===== config.mk =====
export PLATFORM = sky130hd
export DESIGN_NAME = pipe_stage_latch
export DESIGN_NICKNAME = d
export VERILOG_FILES = /design/src/rtl/pipe_stage_latch.sv
export SDC_FILE = /design/constraint.sdc
export NUM_CORES = 1
export LEC_CHECK = 0
export ABC_CLOCK_PERIOD_IN_PS = 1990
export BUFFER_PORTS_ARGS = -buffer_cell sky130_fd_sc_hd__buf_2
export CORE_MARGIN = 3
export CORE_UTILIZATION = 45
export DETAILED_ROUTE_END_ITERATION = 10
export PLACE_DENSITY = 0.79
export SYNTH_ARGS = -nofsm -noshare
export SYNTH_HDL_FRONTEND = slang
export SYNTH_SLANG_ARGS = --single-unit

===== constraint.sdc =====
create_clock -name clock -period 1.99 [get_ports clock]
set_input_delay 0.0995 -clock clock [delete_from_list [all_inputs] [get_ports clock]]
set_output_delay 0.0995 -clock clock [all_outputs]
set_load 0.05 [all_outputs]

===== src/rtl/pipe_stage_latch.sv =====
`default_nettype none
// ============================================================================
//  Module      : pipe_stage_latch
//  Description : Configurable pipeline-stage register. Holds one instruction
//                word, NCH data channels, a valid bit and an exception flag.
//                Supports stall (hold), flush (bubble insertion) and a
//                saturating stall-cycle counter.
//                Optional feature macro: PIPE_STAGE_EXC_EN. When it is
//                defined, the exception flag is registered. When it is not
//                defined, excOut is tied to 0.
//  Revision    : 1.0  initial release
// ============================================================================
module pipe_stage_latch #(
    parameter int              WIDTH    = 32,
    parameter int              NCH      = 2,
    parameter int              CNT_W    = 16,
    parameter logic [WIDTH-1:0] NOP_INSN = {WIDTH{1'b0}}
) (
    input  logic                 clock,
    input  logic                 reset,
    input  logic                 en,
    input  logic                 flush,
    input  logic                 validIn,
    input  logic [WIDTH-1:0]     insnIn,
    input  logic [NCH*WIDTH-1:0] dataIn,
    input  logic                 excIn,
    output logic                 validOut,
    output logic [WIDTH-1:0]     insnOut,
    output logic [NCH*WIDTH-1:0] dataOut,
    output logic                 excOut,
    output logic [CNT_W-1:0]     stallCount
);

    localparam logic [CNT_W-1:0] c_CNT_MAX = {CNT_W{1'b1}};
    localparam logic [CNT_W-1:0] c_CNT_ONE = {{(CNT_W-1){1'b0}}, 1'b1};

    logic                 r_valid;
    logic [WIDTH-1:0]     r_insn;
    logic [NCH*WIDTH-1:0] r_data;
    logic [CNT_W-1:0]     r_stallCnt;

    // A stall cycle counts only while a real instruction is being held.
    logic w_stallCycle;
    assign w_stallCycle = !flush && !en && r_valid;

    // Valid bit and instruction word: reset/flush insert a bubble, en loads.
    always_ff @(posedge clock) begin
        if (reset || flush) begin
            r_valid <= 1'b0;
            r_insn  <= NOP_INSN;
        end else if (en) begin
            r_valid <= validIn;
            r_insn  <= insnIn;
        end
    end

    // One independent register per data channel, each fed only by its slice.
    generate
        for (genvar k = 0; k < NCH; k++) begin : g_ch
            always_ff @(posedge clock) begin
                if (reset || flush) begin
                    r_data[k*WIDTH +: WIDTH] <= {WIDTH{1'b0}};
                end else if (en) begin
                    r_data[k*WIDTH +: WIDTH] <= dataIn[k*WIDTH +: WIDTH];
                end
            end
        end
    endgenerate

`ifdef PIPE_STAGE_EXC_EN
    logic r_exc;

    // Exception flag; an exception attached to an invalid slot is dropped.
    always_ff @(posedge clock) begin
        if (reset || flush) begin
            r_exc <= 1'b0;
        end else if (en) begin
            r_exc <= excIn & validIn;
        end
    end

    assign excOut = r_exc;
`else
    // No exception register in this build; the input is deliberately unused.
    logic w_unusedExc;
    assign w_unusedExc = excIn;
    assign excOut      = 1'b0;
`endif

    // Stall counter: cleared only by reset, saturates instead of wrapping.
    always_ff @(posedge clock) begin
        if (reset) begin
            r_stallCnt <= {CNT_W{1'b0}};
        end else if (w_stallCycle && (r_stallCnt != c_CNT_MAX)) begin
            r_stallCnt <= r_stallCnt + c_CNT_ONE;
        end
    end

    assign validOut   = r_valid;
    assign insnOut    = r_insn;
    assign dataOut    = r_data;
    assign stallCount = r_stallCnt;

endmodule
`default_nettype wire

==> out/qor.csv <==
stage;metric;value;unit
placement;HPWL after DPL;7.897;mm
pwr;P_leak;3.477;nW
pwr;Peak VDD IR;0.5393;mV
grt;largest net degree at the start of global routing;52;
detailed_routing;Initial DRC Count;124;
synthesis;register area share after synthesis;53.51;%
floorplan;initial core utilization;47.32;%
clock_tree;clk root buf;clkbuf_8;
critical_path;maximum net fanout on the critical path;11;
sta;Final Max Slew Viols;0;
floorplan;Die H;102.9;µm
grt;All-Layer GR Usage;26.19;%
layout;Design Area, Final;6943;µm²
sta;minimum clock period;1.958;ns
detailed_routing;Antenna Nets Post-Route;0;
critical_path;type of origin of the critical path;flop;
floorplan;Die W;102.9;µm
critical_path;CP endpoint kind;flop;
floorplan;Row Count;34;
layout;multi-input logic area;1846;µm²
clock_tree;clk buf depth;2;
synthesis;Synth Register Bits;113;
critical_path;CP Data Required Time;2.36;ns
clock_tree;number of buffers created by CTS;17;
clock_tree;H-tree Lvls;4;
grt;global-route wire length before repair;21.51;mm
floorplan;Die Area;10590;µm²
pwr;Pwr per Cell Area;862.4;nW/µm²
synthesis;top_reg_cell synth;dfxtp_1;
layout;register area;2272;µm²
sta;Final setup viols;0;
grt;grt ovf;0;
placement;port bufs;213;
run_status;run status;finished, final reports clean;
clock_tree;Reg clk slew, reported paths;0.06;ns
synthesis;Ys Warns;0;
synthesis;FFs w/ async S/R, synth;0;%
placement;Placed Area;5381;µm²
sta;final hold slack;0.08036;ns
floorplan;Ports;216;
sta;fmax;510.8;MHz
detailed_routing;total wire length;14.17;mm
detailed_routing;Initial DRT Pass Iterations;4;
layout;Area Overhead vs Synth;64.22;%
sta;Hold Vio Cnt, Final;0;
clock_tree;clk_lat worst skew;0.49;ns
pwr;Pwr Total;5.988;mW
sta;Tcrit/Tclk final;98.38;%
clock_tree;TritonCTS clock tree;done;
sta;worst-margin pin slew;0.8639;ns
critical_path;crit path kind;flop to flop;
layout;Final nets;825;
synthesis;Synthesized Nets;514;
layout;layout cell share with drive strength beyond 1;35.33;%
floorplan;Core Area;8934;µm²
detailed_routing;Vias/cell;5.033;
critical_path;worst path arrival time;2.33;ns
detailed_routing;wire per inst;16.84;µm
grt;initial antenna violation count;0;
clock_tree;TritonCTS Sinks;113;
detailed_routing;vias;4233;
synthesis;number of flops mapped to enable cells by yosys;0;
placement;gp weighted congestion;0.7715;
detailed_routing;drt drc;0;
layout;# fillers;539;
layout;final antenna diode count;0;
layout;final core occ;77.72;%
worst_hold_path;Hold Path Class;input port to flop;
synthesis;Post-Synthesis Cells;411;
sta;Worst slew margin;42.40;%
clock_tree;post-CTS setup buffers;0;
synthesis;Synth Cell Area;4228;µm²
grt;vias in the first global route;4451;
synthesis;Unique masters post-synth;37;
sta;skew final;0.01199;ns
synthesis;mean area per synthesized cell;10.29;µm²
job;Max Cap Violations;0;
per-layer routing:
layer  global-route usage (%)  routed length (µm)
met5                        0                   0
met1                    27.14                5353
met4                    12.55                 410
met3                    8.796                1142
met2                    47.21                7257
area by class of cell:
type	instances	share of cell area, %
Multi-Input combinational cell	269	26.58
Clock buffer	21	6.776
Sequential cell	113	32.73
Timing Repair Buffer	320	30.74
Clock inverter	9	1.171
Inverter	1	0.05406
Tap cell	108	1.946
logic make-up (layout without fill, tap and decap cells):
kind of cell               count (synthesis)  in the layout  synth area share [%]
other                                      1              1               0.08870
xor gates and xnor gates                   1              1                0.2072
AOI/OAI and AO/OA                         24             24                 3.463
and+or+nand+nor                          142            142                 15.42
buffers and inverters                     29            351                 3.255
adders and majority gates                  1              1                0.2959
muxes                                    100            100                 23.76
DFF                                      113            113                 53.51
path summary, 6_finish.rpt:
path | from | end | slack [ns] | cells after the start
max | stallCount[0] | stallCount[6] | 0.03 | 6
min | flush | stallCount[10] | 0.08 | 5
max reg2reg | stallCount[0] | stallCount[6] | 0.03 | 6
min reg2reg | insnOut[3] | insnOut[3] | 0.49 | 2
state kept, by name (all words and copies together), names as in the netlist:
| name | flops |
|---|---|
| insnOut | 32 |
| dataOut | 64 |
| validOut | 1 |
| stallCount | 16 |
Yosys cell counts, types with 2 or more instances:
master,number,area (µm²)
dfxtp_1,113,2262
nor2_1,103,386.6
mux2i_1,97,970.9
clkbuf_1,16,60.06
a21oi_1,10,50.05
o31ai_1,6,45.04
or4_1,6,45.04
buf_2,5,25.02
nand3_1,5,25.02
nand4_1,5,31.28
nand2_1,4,15.01
buf_1,3,11.26
mux2_1,3,33.78
nor2b_1,3,18.77
nor4_1,3,18.77
o21ai_1,3,15.01
or3_1,3,18.77
and3_1,2,12.51
buf_4,2,15.01
buf_6,2,22.52
cells in the final DEF, fill, tap and decap left out, drive strengths merged, types with 2 or more instances in the layout:
master / netlist / final
inv: 1 / 2
clkinv: 0 / 3
nand2: 4 / 4
nor2b: 3 / 3
dlygate4sd3: 0 / 100
o31ai: 6 / 6
or4: 6 / 6
mux2i: 97 / 97
mux2: 3 / 3
dfxtp: 113 / 113
buf: 12 / 220
nor4: 4 / 4
clkbuf: 16 / 21
nand4: 6 / 6
a21oi: 10 / 10
nor2: 103 / 103
nand3: 5 / 5
or3: 3 / 3
o21ai: 4 / 4
and3: 2 / 2
clkinvlp: 0 / 4
per-stage QoR:
step	TNS [ns]	cells	setup WS, ns
after floorplan	0	411	0.004498
after global placement	0	711	0.1966
after detailed placement	0	711	0.1518
after CTS	0	841	0.1068
after global routing	-0.1572	841	-0.06158
final	0	841	0.03215
what timing repair did:
action / CTS / global route
endpoints found under the hold margin: 104 / 0
gates resized for setup: 0 / 1
setup endpoints to repair: 0 / 3
hold buffers: 100 / 0
report_power, final:
group / switching [mW] / internal (mW) / total (mW)
Sequential: 0.0364 / 2.33 / 2.36
Combinational: 0.473 / 0.351 / 0.823
Clock: 1.03 / 1.77 / 2.80
Total: 1.54 / 4.45 / 5.99
critical path, stage by stage, from the launching register on:
cell and delay (ns):
dfxtp_4 0.37, ha_1 0.21, nand4_1 0.26, nor4_4 0.38, buf_4 0.22, nor4b_1 0.07, mux2_1 0.32
Power figures use the tool's default switching activity.
